**src/rtl/cpu_pkg.sv**
```systemverilog
// Shared CPU datapath definitions: multiplier FSM state type and default width.
package cpu_pkg;

   typedef enum logic [1:0] {
      IDLE = 2'd0,
      CALC = 2'd1,
      DONE = 2'd2
   } mul_state_t;

   localparam int MUL_W_DEFAULT = 4;

endpackage

```
**src/rtl/adder4cla.sv**
```systemverilog
// 4-bit carry-lookahead adder slice; cascaded through co/cin to build wider adders.
module adder4cla (
   output logic [3:0] s,
   output logic       co,
   input  logic [3:0] a,
   input  logic [3:0] b,
   input  logic       cin
);

   logic [3:0] w_p;
   logic [3:0] w_g;
   logic [4:0] w_c;

   assign w_p = a ^ b;
   assign w_g = a & b;

   // Every carry is expanded from cin directly, so no carry ripples inside the slice.
   assign w_c[0] = cin;
   assign w_c[1] = w_g[0] | (w_p[0] & cin);
   assign w_c[2] = w_g[1] | (w_p[1] & w_g[0]) | (w_p[1] & w_p[0] & cin);
   assign w_c[3] = w_g[2] | (w_p[2] & w_g[1]) | (w_p[2] & w_p[1] & w_g[0])
                 | (w_p[2] & w_p[1] & w_p[0] & cin);
   assign w_c[4] = w_g[3] | (w_p[3] & w_g[2]) | (w_p[3] & w_p[2] & w_g[1])
                 | (w_p[3] & w_p[2] & w_p[1] & w_g[0])
                 | (w_p[3] & w_p[2] & w_p[1] & w_p[0] & cin);

   assign s  = w_p ^ w_c[3:0];
   assign co = w_c[4];

endmodule

```
**src/rtl/mul_shift_add.sv**
```systemverilog
// Sequential unsigned shift-and-add multiplier: one partial-product add per cycle,
// W cycles from operand acceptance to product valid, valid/ready on both sides.
module mul_shift_add
   import cpu_pkg::*;
#(
   parameter int W = MUL_W_DEFAULT
) (
   input  logic           clk,
   input  logic           rst_n,
   input  logic           in_valid,
   output logic           in_ready,
   input  logic [W-1:0]   a,
   input  logic [W-1:0]   b,
   output logic           out_valid,
   input  logic           out_ready,
   output logic [2*W-1:0] p,
   output mul_state_t     dbg_state
);

   // Handshakes: a transfer happens on a rising edge where valid && ready are both 1.
   // in_ready and out_valid are pure state decodes, so neither depends on the peer's signal.

   localparam int NSLICE = W / 4;
   localparam int CW = (W > 1) ? $clog2(W) : 1;
   localparam logic [CW-1:0] CNT_LAST = CW'(W - 1);

   if ((W % 4) != 0 || W < 4) begin : g_bad_width
      $error("mul_shift_add: W must be a positive multiple of 4");
   end

   mul_state_t    r_state;
   logic [W-1:0]  r_mcand;
   logic [W-1:0]  r_hi;
   logic [W-1:0]  r_lo;
   logic [CW-1:0] r_cnt;

   mul_state_t    w_state_nxt;
   logic [W-1:0]  w_addend;
   logic [W-1:0]  w_sum;
   logic [NSLICE:0] w_carry;
   logic          w_c;

   assign w_carry[0] = 1'b0;

   for (genvar k = 0; k < NSLICE; k++) begin : g_cla
      adder4cla u_cla (
         .s   (w_sum[4*k +: 4]),
         .co  (w_carry[k+1]),
         .a   (r_hi[4*k +: 4]),
         .b   (w_addend[4*k +: 4]),
         .cin (w_carry[k])
      );
   end

   assign w_c = w_carry[NSLICE];

   always_comb begin
      w_addend    = r_lo[0] ? r_mcand : '0;
      w_state_nxt = r_state;
      case (r_state)
         IDLE:    if (in_valid)           w_state_nxt = CALC;
         CALC:    if (r_cnt == CNT_LAST)  w_state_nxt = DONE;
         DONE:    if (out_ready)          w_state_nxt = IDLE;
         default:                         w_state_nxt = IDLE;
      endcase
   end

   always_ff @(posedge clk or negedge rst_n) begin
      if (!rst_n) begin
         r_state <= IDLE;
         r_mcand <= '0;
         r_hi    <= '0;
         r_lo    <= '0;
         r_cnt   <= '0;
      end else begin
         r_state <= w_state_nxt;
         case (r_state)
            IDLE: begin
               if (in_valid) begin
                  r_mcand <= a;
                  r_hi    <= '0;
                  r_lo    <= b;
                  r_cnt   <= '0;
               end
            end
            CALC: begin
               // {c, sum, lo} >> 1: the add carry lands in hi's MSB.
               r_hi  <= {w_c, w_sum[W-1:1]};
               r_lo  <= {w_sum[0], r_lo[W-1:1]};
               r_cnt <= r_cnt + CW'(1);
            end
            default: ;
         endcase
      end
   end

   assign in_ready  = (r_state == IDLE);
   assign out_valid = (r_state == DONE);
   assign p         = {r_hi, r_lo};
   assign dbg_state = r_state;

endmodule

```
**config.mk**
```make
export PLATFORM = sky130hd
export DESIGN_NAME = mul_shift_add
export DESIGN_NICKNAME = d
export VERILOG_FILES = /design/src/rtl/cpu_pkg.sv /design/src/rtl/adder4cla.sv /design/src/rtl/mul_shift_add.sv
export SDC_FILE = /design/constraint.sdc
export NUM_CORES = 1
export LEC_CHECK = 0
export ABC_AREA = 1
export BUFFER_PORTS_ARGS = -buffer_cell sky130_fd_sc_hd__buf_2
export CORE_ASPECT_RATIO = 0.6
export CORE_MARGIN = 2
export CORE_UTILIZATION = 25
export DETAILED_ROUTE_END_ITERATION = 8
export PLACE_DENSITY_LB_ADDON = 0.12
export SYNTH_ARGS = -nofsm -noshare
export SYNTH_HDL_FRONTEND = slang
export SYNTH_SLANG_ARGS = --single-unit
```
**constraint.sdc**
```tcl
create_clock -name clk -period 3.8 [get_ports clk]
set_input_delay 0.38 -clock clk [delete_from_list [all_inputs] [get_ports clk]]
set_output_delay 0.38 -clock clk [all_outputs]
set_load 0.02 [all_outputs]
```
; Word-level counts from Yosys, hierarchy flattened
; Cells that the tools add are included.
[totals]
wordCells = 46
register_bits = 16
input_bits = 12
[op_classes]
reduce_logical = 5
eq_ne = 6
muxes = 11
bitwise_logic = 18
addsub = 1
[ops]
columns = op, count
row1 = case mux 4 bit (2 select lines), 2
row2 = 2-to-1 mux 4 bit, 3
row3 = bitwise AND 1 bit, 9
row4 = 2-to-1 mux 2 bit, 4
row5 = XOR 4 bit, 2
row6 = OR 1 bit, 6
row7 = case mux 2 bit (3 select lines), 1
row8 = bitwise AND 4 bit, 1
row9 = "== test 2 bit, second input constant", 2
row10 = "inequality test 2 bit, second input constant", 2
row11 = case mux 2 bit (2 select lines), 1
row12 = AND reduction 2 bit, 2
row13 = AND reduction 3 bit, 1
row14 = "adder 2 x 1 -> 2 bit, second input constant", 1
row15 = "== test 2 x 1 -> 1 bit, second input constant", 1
row16 = zero test 2 bit, 1
row17 = "inequality test 2 x 1 -> 1 bit, second input constant", 1
row18 = nonzero test 2 bit, 1

; Depth between registers and ports, before layout
; Gate-level depths: netlist (run 1).
[depth]
word_depth = 7
depth_mapped = 8

; Hierarchy
; From an unflattened synthesis (run 1), not the netlist that was laid out.
[hier_totals]
cells_unflattened = 123
hier_area_um2 = 940.9
[modules_own_cells]
columns = mod, area_per_inst_um2, seq_area_each_um2, cells_per_inst, instances
row1 = mul_shift_add, 752.0, 400.4, 92, 1
row2 = adder4cla, 188.9, 0.0, 31, 1

; Worst setup path before layout (run 1)
; Ideal clock, no wire load.
[synth_timing]
path_type = register to register
start = register r_lo[0]
end = register r_hi[0]
n_path_buf = 0
setup_time_ps = 121
path_stages_with_launch = 6
required_ps = 3679
path_slack_ps = 2240
arrival_ps = 1439
cell_sequence = dfrtp_1 -> nand2_1 -> inv_1 -> ha_1 -> fa_1 -> a22o_1
[synth_via]
elab_chain_len = 4
[synth_rtl]
columns = element, line_no
row1 = "start, declared", mul_shift_add.sv:34  ; logic [W-1:0] r_lo;
row2 = "start signal, assigned", mul_shift_add.sv:89  ; r_lo <= {w_sum[0], r_lo[W-1:1]};
row3 = 2-to-1 mux 4 bit (*), mul_shift_add.sv:58  ; w_addend = r_lo[0] ? r_mcand : '0;
row4 = XOR 4 bit / bitwise AND 4 bit (equally long branches), "adder4cla.sv:14, adder4cla.sv:15"
row5 = XOR 4 bit (*), adder4cla.sv:27  ; assign s = w_p ^ w_c[3:0];
row6 = case mux 4 bit (2 select lines) (*), mul_shift_add.sv:77  ; case (r_state)
row7 = "end signal, assigned", mul_shift_add.sv:88  ; r_hi <= {w_c, w_sum[W-1:1]};
row8 = "end, declared", mul_shift_add.sv:33  ; logic [W-1:0] r_hi;
; Mark *: on every way between the ends. The rest lies on a longest branch, timed or not.
; A chain may end at the register's enable or synchronous reset.

; Final worst setup path (run 1)
[layout_timing]
start = register r_state[0] (netlist: dbg_state[0])
end = output in_ready
[layout_via]
elab_chain_len = 1
[layout_rtl]
columns = element, line_no
row1 = "start, declared", mul_shift_add.sv:31  ; mul_state_t r_state;
row2 = "start signal, assigned", mul_shift_add.sv:76  ; r_state <= w_state_nxt;
row3 = zero test 2 bit, mul_shift_add.sv:97  ; assign in_ready = (r_state == IDLE);
row4 = "end, declared", mul_shift_add.sv:11  ; output logic in_ready,
; No other way between the ends.

==> results.py, run 1 <==
metrics = {
    "outcome": {
        "status": "completed",
    },
    "synth": {
        "synth_seq_cells": 16,
        "ys_seq_area_frac": 0.4790,
        "yosysUniqueCellTypes": 16,
        "syn-cell-area_um2": 835.8,
        "netlist_instances": 100,
        "ys_warn_count": 0,
        "synth_area_leaders": "dfrtp_1 (48%), nand2_1 (18%), ha_1 (7.5%)",
        "yosys.area.top_type": "dfrtp_1",
        "syn_area_per_cell_um2": 8.358,
        "synth_fp_nets": 118,
        "synth_top_area_share": 0.4790,
    },
    "sta": {
        "min_period_ns": 1.603,
        "skew_ns": 0.001731,
        "tightestPinTransition_ns": 0.3926,
        "hold_violations": 0,
        "finalCritPeriodShare": 0.4219,
        "rsz0062_at_grt": "no",
        "setup_viol": 0,
        "max_slew_margin": 0.7383,
        "drv_slew": 0,
        "fmax_mhz": 623.8,
        "tns_ns": 0,
    },
    "power_and_ir_drop": {
        "clkPwrFrac": 0.176,
        "p_leak_uw": 0.0006056,
        "cell_internal_pwr_uw": 474.3,
        "seqPwrFrac": 0.352,
        "p_per_area_nw_per_um2": 813.0,
        "switchingPower_uw": 389.4,
        "ir_worst_vdd_mv": 0.2512,
        "pwr-share-comb": 0.472,
        "swShare": 0.4509,
    },
    "critical_path": {
        "crit_arrival_ns": 1.22,
        "worstPathRequired_ns": 3.42,
        "start_kind": "flop",
        "crit_path_end_kind": "output pin",
        "cp_max_fo": 6,
        "critical_path_class": "reg -> out",
    },
    "grt": {
        "grt_max_degree": 17,
        "grt_pass1_vias": 713,
        "grt.overflow.total": 0,
        "grt_pass1_wl_mm": 3.553,
        "grt_use_total": 0.1211,
        "antenna_found_initial": 0,
    },
    "cells_and_area": {
        "syn_to_final_growth_pct": 27.10,
        "postLayoutCellArea_um2": 1062,
        "fin_nets": 146,
        "drive_gt1_frac": 0.2362,
        "antenna_cells": 0,
        "fill_cells": 355,
    },
    "clock_network": {
        "cts_tree": "done",
        "clock_sinks": 16,
        "cts_made_buffers": 3,
        "clk_latency_ns": 0.25,
        "path_clk_slew_ns": 0.06,
        "htreeDepth": 1,
        "cts_root_buf": "clkbuf_8",
        "post_cts_buffers": 0,
        "holdBufCountCts": 0,
        "clock_path_buffers": 2,
        "cts_resized": 0,
    },
    "placement": {
        "place.gp.congestion": 0.7465,
        "port_buffers": 23,
        "placed_cell_area_um2": 1007,
        "dp.final_hpwl_mm": 1.590,
    },
    "floorplanning": {
        "coreArea_um2": 3223,
        "fp.dieW_um": 78.65,
        "rows": 16,
        "ios": 24,
        "start_util": 0.2593,
        "die_h_um": 48.79,
        "die-area_um2": 3837,
    },
    "route": {
        "dr.pass1.iters": 2,
        "vias_per_cell": 4.291,
        "postRouteAntennaNets": 0,
        "vias": 738,
        "routed_wl_mm": 2.049,
        "wire_per_inst_um": 11.91,
        "drc": 0,
        "drtIter0Drc": 29,
    },
    "min_path": {
        "min-delay-path-class": "in -> async",
    },
    "run": {
        "maxCapViolCount": 0,
    },
}
## layout make-up
class / instances / area, um2 / area share
Sequential cell: 16 / 400.4 / 0.3769
Multi-Input combinational cell: 73 / 394.1 / 0.3710
Inverter: 11 / 41.29 / 0.03887
Tap cell: 45 / 56.30 / 0.05300
Clock buffer: 4 / 55.05 / 0.05183
Timing Repair Buffer: 23 / 115.1 / 0.1084
## per-layer routing
layer  part of all wire  up-vias  GRT usage
li1                   -      380          -
met1               0.56      340     0.1846
met2               0.38       16     0.1638
met3              0.053        2    0.04630
met4             0.0054        0    0.01754
met5                  0        -          0
## cell families (layout without fill, tap and decap cells)
logic type | after synthesis | in the layout | synth area share
AO/OA/AOI/OAI | 13 | 13 | 0.1033
XOR/XNOR | 1 | 1 | 0.01048
adder cells (fa/ha/maj) | 6 | 6 | 0.09880
buffers and inverters | 11 | 38 | 0.04940
flip-flops | 16 | 16 | 0.4790
AND/OR/NAND/NOR | 53 | 53 | 0.2590
## layout by cell type (no fill, tap or decap), drive strengths merged
master	netlist	routed
dfrtp	16	16
a22o	2	2
clkbuf	0	4
nor2	2	2
inv	11	11
nand3	10	10
fa	1	1
buf	0	23
o31ai	1	1
nand2	40	40
a21oi	2	2
nand4	1	1
ha	5	5
o21ai	8	8
xnor2	1	1
## Yosys cell counts
library cell / n
inv_2: 1
xnor2_1: 1
nor2_1: 2
nand4_1: 1
nand3_1: 10
o31ai_1: 1
fa_1: 1
dfrtp_1: 16
a21oi_1: 2
inv_1: 10
o21ai_4: 1
o21ai_0: 7
ha_1: 5
nand2_2: 1
nand2_1: 39
a22o_1: 2
## critical path: stages (launching register included)
cell,delay (ns)
dfrtp_1,0.46
nor2_1,0.28
buf_2,0.23
## final timing paths
path                                       endpoint  slack [ns]                      from  cells after the start
max                                        in_ready        2.20  dbg_state[0]$_DFFE_PN0P_                      2
min                        dbg_state[1]$_DFFE_PN0P_        0.05                     rst_n                      1
max reg2reg                     r_hi[0]$_DFFE_PN0P_        2.26       r_lo[0]$_DFFE_PN0P_                      5
min reg2reg                  r_mcand[0]$_DFFE_PN0P_        0.48    r_mcand[0]$_DFFE_PN0P_                      2
max in group asynchronous       r_hi[0]$_DFFE_PN0P_        3.47                     rst_n                      1
min in group clk           dbg_state[1]$_DFFE_PN0P_        0.31                 out_ready                      2
## stage by stage
| stage | hold WS (ns) | power (uW) | std cells | util | worst slack [ns] |
|---|---|---|---|---|---|
| floorplan | 0.08441 | 583.1 | 100 | - | 2.240 |
| global placement | 0.3236 | 714.4 | 168 | 0.3125 | 2.297 |
| detailed placement | 0.3316 | 720.7 | 168 | 0.3125 | 2.270 |
| CTS | 0.05912 | 878.2 | 172 | 0.3296 | 2.182 |
| global route | 0.07046 | 947.0 | 172 | 0.3296 | 2.112 |
| finish | 0.04806 | 863.7 | 172 | 0.3296 | 2.197 |
## power by group through the flow
stage | clock [uW] | sequential, uW | combinational [uW]
after floorplan | 0 | 343 | 240
after global placement | 0 | 305 | 410
after detailed placement | 0 | 306 | 414
after CTS | 157 | 304 | 417
after global routing | 165 | 315 | 466
final | 152 | 304 | 407
## sequential cells by signal, indices dropped and copies added (netlist names)
signal	flops
r_cnt	2
r_lo	4
r_hi	4
dbg_state	2
r_mcand	4
Note: power is estimated with default switching activity, not from simulation.
==> run 2: changes to the inputs <==
--- a/config.mk
+++ b/config.mk
@@ -5,7 +5,7 @@
 export SDC_FILE = /design/constraint.sdc
 export NUM_CORES = 1
 export LEC_CHECK = 0
-export ABC_AREA = 1
+export ABC_AREA = 0
 export BUFFER_PORTS_ARGS = -buffer_cell sky130_fd_sc_hd__buf_2
 export CORE_ASPECT_RATIO = 0.6
 export CORE_MARGIN = 2
==> constraint.sdc (replaced) <==
create_clock -name clk -period 1.6 [get_ports clk]
set_input_delay 0.16 -clock clk [delete_from_list [all_inputs] [get_ports clk]]
set_output_delay 0.16 -clock clk [all_outputs]
set_load 0.02 [all_outputs]
==> results.py, run 2 <==
metrics = {
    "placement": {
        "dp.final_hpwl_mm": 1.413,
        "port_buffers": 23,
        "place.gp.congestion": 0.6901,
    },
    "power_and_ir_drop": {
        "seqPwrFrac": 0.329,
        "p_per_area_nw_per_um2": 2034,
        "ir_worst_vdd_mv": 0.6422,
        "cell_internal_pwr_uw": 1366,
        "p_leak_uw": 0.0005403,
        "pwr-share-comb": 0.514,
        "switchingPower_uw": 904.1,
        "clkPwrFrac": 0.157,
        "swShare": 0.3983,
    },
    "floorplanning": {
        "coreArea_um2": 3263,
        "die_h_um": 49.39,
        "die-area_um2": 3933,
        "rows": 16,
        "ios": 24,
        "start_util": 0.2630,
        "fp.dieW_um": 79.65,
    },
    "synth": {
        "yosysMostFrequentCell": "dfrtp_1",
        "syn_area_per_cell_um2": 11.60,
        "synth-main-ff-cell": "dfrtp_1",
        "yosysUniqueCellTypes": 27,
        "ys_seq_area_frac": 0.4665,
        "synth_edf_count": 0,
        "netlist_instances": 74,
        "synth_commonest_cells": "dfrtp_1 (16), nand2_1 (7), ha_1 (5), o21ai_0 (5)",
        "ys_warn_count": 0,
        "synth_seq_cells": 16,
        "synth_top_area_share": 0.4665,
        "synth_area_leaders": "dfrtp_1 (47%), ha_1 (7.3%), mux2_2 (5.2%)",
        "yosys.area.top_type": "dfrtp_1",
        "synth_fp_nets": 92,
        "async_reset_ff_frac": 1.000,
        "syn-cell-area_um2": 858.3,
    },
    "cells_and_area": {
        "utilization": 0.3420,
        "final_common_cell": "buf_2",
        "largestRegisters": "r_hi: 4 flops, r_lo: 4 flops, r_mcand: 4 flops",
        "antenna_cells": 0,
        "final_cell_mix": "buf_2 (23), dfrtp_1 (16), nand2_1 (7)",
        "drive_gt1_frac": 0.3883,
        "multi_input_area_um2": 449.2,
        "fill_cells": 319,
        "syn_to_final_growth_pct": 30.03,
        "fin_nets": 122,
        "regArea_um2": 400.4,
    },
    "route": {
        "wire_per_inst_um": 12.18,
        "vias_per_cell": 4.236,
        "routed_wl_mm": 1.803,
        "vias": 627,
        "dr.pass1.iters": 2,
        "drc": 0,
        "drtIter0Drc": 2,
        "postRouteAntennaNets": 0,
    },
    "critical_path": {
        "worstPathRequired_ns": 1.74,
        "ff2ff_setup_slack_ns": 0.10,
        "ff2ff_path_depth": 4,
        "critical_path_class": "reg -> reg",
        "crit_arrival_ns": 1.64,
        "cp_slowest_cell": "dfrtp_1",
        "r2r-end": "r_hi[0]$_DFFE_PN0P_",
        "cp_max_fo": 6,
        "start_kind": "flop",
        "cp_cell_sequence": "and2_1, ha_1, fa_2, a22o_1",
        "crit_path_end_kind": "flop",
        "critical_path.max_stage_delay_ns": 0.42,
        "rr_startpoint": "r_lo[0]$_DFFE_PN0P_",
        "crit_family": "adder cells",
        "path_buf_inv": 0,
    },
    "clock_network": {
        "clock_path_buffers": 2,
        "path_clk_slew_ns": 0.06,
        "cts_tree": "done",
        "cts_made_buffers": 3,
        "clk_latency_ns": 0.25,
        "cts_root_buf": "clkbuf_8",
        "htreeDepth": 1,
        "clock_sinks": 16,
    },
    "sta": {
        "hold_violations": 0,
        "setup_viol": 0,
        "min_period_ns": 1.498,
        "tightestPinTransition_ns": 0.3686,
        "max_slew_margin": 0.7542,
        "finalCritPeriodShare": 0.9362,
        "rsz0062_at_grt": "no",
        "skew_ns": 0.002345,
        "drv_slew": 0,
        "tns_ns": 0,
        "fmax_mhz": 667.6,
    },
    "min_path": {
        "hold_start": "a[3]",
        "worstHoldEndpoint": "r_mcand[3]$_DFFE_PN0P_",
        "min-delay-path-class": "in -> reg",
        "whs_path_depth": 2,
    },
    "grt": {
        "grt_pass1_wl_mm": 3.015,
        "antenna_found_initial": 0,
        "grt_use_total": 0.1044,
        "grt_pass1_vias": 601,
        "grt_max_degree": 17,
        "grt.overflow.total": 0,
    },
    "run": {
        "maxCapViolCount": 0,
    },
    "outcome": {
        "status": "completed",
    },
}
## run 2: metrics by stage
stage | total power, uW | worst slack, ns | std cells | instance area, um2 | hold slack [ns]
after floorplan | 1563 | 0.04796 | 74 | 858.3 | -0.1356
after global placement | 1895 | 0.08741 | 142 | 1028 | 0.1076
after detailed placement | 1894 | 0.06699 | 142 | 1028 | 0.09919
after CTS | 2263 | 0.04640 | 147 | 1094 | 0.1323
after global routing | 2478 | 0.0002984 | 148 | 1116 | 0.1295
final | 2270 | 0.1020 | 148 | 1116 | 0.1358
## run 2: how the worst max path moves through the flow
stage,start,endpoint,cells after the start
finish,r_lo[0]$_DFFE_PN0P_,r_hi[0]$_DFFE_PN0P_,4
global route,r_lo[0]$_DFFE_PN0P_,r_hi[1]$_DFFE_PN0P_,5
floorplan,r_lo[0]$_DFFE_PN0P_,r_hi[0]$_DFFE_PN0P_,4
global placement,r_lo[0]$_DFFE_PN0P_,r_hi[1]$_DFFE_PN0P_,5
CTS,r_lo[0]$_DFFE_PN0P_,r_hi[3]$_DFFE_PN0P_,5
detailed placement,r_lo[0]$_DFFE_PN0P_,r_hi[3]$_DFFE_PN0P_,5
## run 2: timing repair
item | CTS | global route
hold endpoints to repair | 16 | 0
setup buffers | 0 | 1
hold buffers | 1 | 0
setup endpoints to repair | 0 | 4
gates resized for setup | 0 | 2
## run 2: metal layers
| metal | share of wire | GRT usage |
|---|---|---|
| met1 | 0.56 | 0.1562 |
| met2 | 0.39 | 0.1345 |
| met3 | 0.039 | 0.03889 |
| met4 | 0.0089 | 0.03448 |
| met5 | 0 | 0 |
## run 2: power groups by stage
| stage | registers [uW] | clock network, uW | logic [uW] |
|---|---|---|---|
| floorplan | 875 | 0 | 688 |
| global placement | 749 | 0 | 1150 |
| detailed placement | 749 | 0 | 1140 |
| CTS | 743 | 373 | 1150 |
| global route | 782 | 403 | 1290 |
| finish | 748 | 356 | 1170 |
## run 2: layout make-up
cell class	instances	area share
Multi-Input combinational cell	54	0.4025
Sequential cell	16	0.3587
Timing Repair Buffer	27	0.1323
Tap cell	45	0.05045
Clock buffer	4	0.04933
Inverter	2	0.006726
## run 2: logic make-up after synthesis
kind of cell	after synthesis	synth area share
DFF	16	0.4665
xor gates and xnor gates	1	0.01021
AOI/OAI and AO/OA	20	0.1662
buffers and inverters	4	0.02769
adders and majority gates	6	0.09621
and+or+nand+nor	23	0.1807
muxes	4	0.05247
## run 2: worst register-to-register path, cell delays in order, from the launching register on
cell and delay (ns):
dfrtp_1 0.42, and2_1 0.16, ha_1 0.21, fa_2 0.40, a22o_1 0.20
==> run 3: changes to the inputs <==
--- a/config.mk
+++ b/config.mk
@@ -7,9 +7,8 @@
 export LEC_CHECK = 0
 export ABC_AREA = 0
 export BUFFER_PORTS_ARGS = -buffer_cell sky130_fd_sc_hd__buf_2
-export CORE_ASPECT_RATIO = 0.6
 export CORE_MARGIN = 2
-export CORE_UTILIZATION = 25
+export CORE_UTILIZATION = 50
 export DETAILED_ROUTE_END_ITERATION = 8
 export PLACE_DENSITY_LB_ADDON = 0.12
 export SYNTH_ARGS = -nofsm -noshare
==> results.py, run 3 (synthesized netlist as in run 2, its figures left out) <==
metrics = {
    "outcome": {
        "status": "completed",
    },
    "cells_and_area": {
        "fin_nets": 121,
        "final_cell_mix": "buf_2 (23), dfrtp_1 (16), nand2_1 (7)",
        "final_cells": 118,
        "syn_to_final_growth_pct": 22.89,
        "drive_gt1_frac": 0.3824,
        "antenna_cells": 0,
        "utilization": 0.6766,
        "largestRegisters": "r_hi: 4 flops, r_lo: 4 flops, r_mcand: 4 flops",
        "final_common_cell": "buf_2",
    },
    "power_and_ir_drop": {
        "power_uw": 2163,
        "p_leak_uw": 0.0005305,
        "ir_worst_vdd_mv": 1.218,
        "p_per_area_nw_per_um2": 2051,
    },
    "critical_path": {
        "critical_path.max_stage_delay_ns": 0.42,
        "crit_path_end_kind": "flop",
        "critical_path_class": "reg -> reg",
        "cp_cell_sequence": "and2_1, ha_4, nand3_1, and3b_1, o32ai_1",
        "cp_max_fo": 6,
        "worstPathRequired_ns": 1.77,
        "crit_arrival_ns": 1.66,
        "start_kind": "flop",
        "cp_slowest_cell": "dfrtp_1",
    },
    "grt": {
        "antenna_found_initial": 0,
        "grt_use_total": 0.1992,
        "grt_pass1_vias": 623,
        "grt_max_degree": 17,
        "grt_pass1_wl_mm": 2.904,
        "grt.overflow.total": 0,
    },
    "sta": {
        "tns_ns": 0,
        "finalCritPeriodShare": 0.9312,
        "hold_violations": 0,
        "setup_viol": 0,
        "rsz0062_at_grt": "no",
        "whs_ns": 0.1114,
        "fmax_mhz": 671.1,
        "max_slew_margin": 0.7663,
        "drv_slew": 0,
        "min_period_ns": 1.490,
        "skew_ns": 0.009074,
        "tightestPinTransition_ns": 0.3505,
    },
    "run": {
        "maxCapViolCount": 0,
    },
    "route": {
        "postRouteAntennaNets": 0,
        "vias_per_cell": 5.356,
        "drtIter0Drc": 4,
        "wire_per_inst_um": 13.86,
        "routed_wl_mm": 1.636,
        "drc": 0,
        "vias": 632,
        "dr.pass1.iters": 2,
    },
    "floorplanning": {
        "coreArea_um2": 1559,
        "die_h_um": 45.43,
        "start_util": 0.5506,
        "rows": 14,
        "die-area_um2": 2064,
        "ios": 24,
        "fp.dieW_um": 45.43,
    },
    "placement": {
        "place_inst": 113,
        "port_buffers": 23,
        "place.gp.congestion": 0.7365,
        "dp.final_hpwl_mm": 1.183,
    },
    "clock_network": {
        "clock_sinks": 16,
        "cts_tree": "done",
        "path_clk_slew_ns": 0.09,
        "htreeDepth": 1,
        "clock_path_buffers": 2,
        "cts_made_buffers": 3,
        "clk_latency_ns": 0.28,
        "cts_root_buf": "clkbuf_4",
    },
    "min_path": {
        "min-delay-path-class": "in -> reg",
    },
}
-- run 3: changes by cell type in the layout (fill, tap and decap cells not counted) --
cell      delta
o21ai_1      +1
o21ai_0      -1
a21oi_2      +1
a21boi_0     -1
fa_1         +1
a21boi_1     +1
a21oi_1      -1
fa_2         -1
clkbuf_8     -3
buf_4        -1
clkbuf_4     +3
-- run 3: worst max-delay path: cells and delay by family (launching register included) --
family          cells  cell delay [ns]
simple gates        3             0.44
flops               1             0.42
fa+ha+maj           1             0.29
compound gates      1             0.24
-- run 3: cell type report --
| type | count | area, um2 |
|---|---|---|
| fillers | 123 | 504.2 |
| multi-input cells | 54 | 450.4 |
| repair buffers | 26 | 140.1 |
| well taps | 16 | 20.02 |
| flip-flops and latches | 16 | 400.4 |
| clock buffers | 4 | 36.28 |
| inverters | 2 | 7.507 |
-- run 3: worst paths after layout --
kind	startpoint	to	slack, ns	cells past startpoint
max	r_lo[0]$_DFFE_PN0P_	r_hi[2]$_DFFE_PN0P_	0.11	5
max reg2reg	r_lo[0]$_DFFE_PN0P_	r_hi[2]$_DFFE_PN0P_	0.11	5
max in group asynchronous	rst_n	r_cnt[0]$_DFFE_PN0P_	1.02	2
min in group asynchronous	rst_n	r_cnt[1]$_DFFE_PN0P_	0.31	2
min reg2reg	r_mcand[1]$_DFFE_PN0P_	r_mcand[1]$_DFFE_PN0P_	0.51	1
min	a[0]	r_mcand[0]$_DFFE_PN0P_	0.11	2
-- run 3: per-stage QoR --
stage	worst slack [ns]	instance area [um2]
global placement	0.1214	992.2
CTS	0.03769	1039
finish	0.1100	1055
floorplan	0.04796	858.3
global route	0.002904	1055
detailed placement	0.05728	992.2
-- run 3: timing repair --
action | CTS | global route
setup endpoints to repair | 0 | 3
setup buffers | 0 | 0
endpoints found under the hold margin | 16 | 0
hold buffers | 1 | 0
resized for setup | 0 | 4
-- run 3: routing by layer --
layer,global-route usage,wire (um),up-vias
li1,-,-,318
met1,0.2977,801,300
met2,0.2873,767,12
met3,0.03571,52,2
met4,0.07059,15,0
met5,0,0,-
-- run 3: where the power goes --
part           switching, uW  internal, uW  leakage (uW)
Sequential               145           597      0.000198
Clock                    130           138     0.0000210
Combinational            609           543      0.000311
Total                    885          1280      0.000531
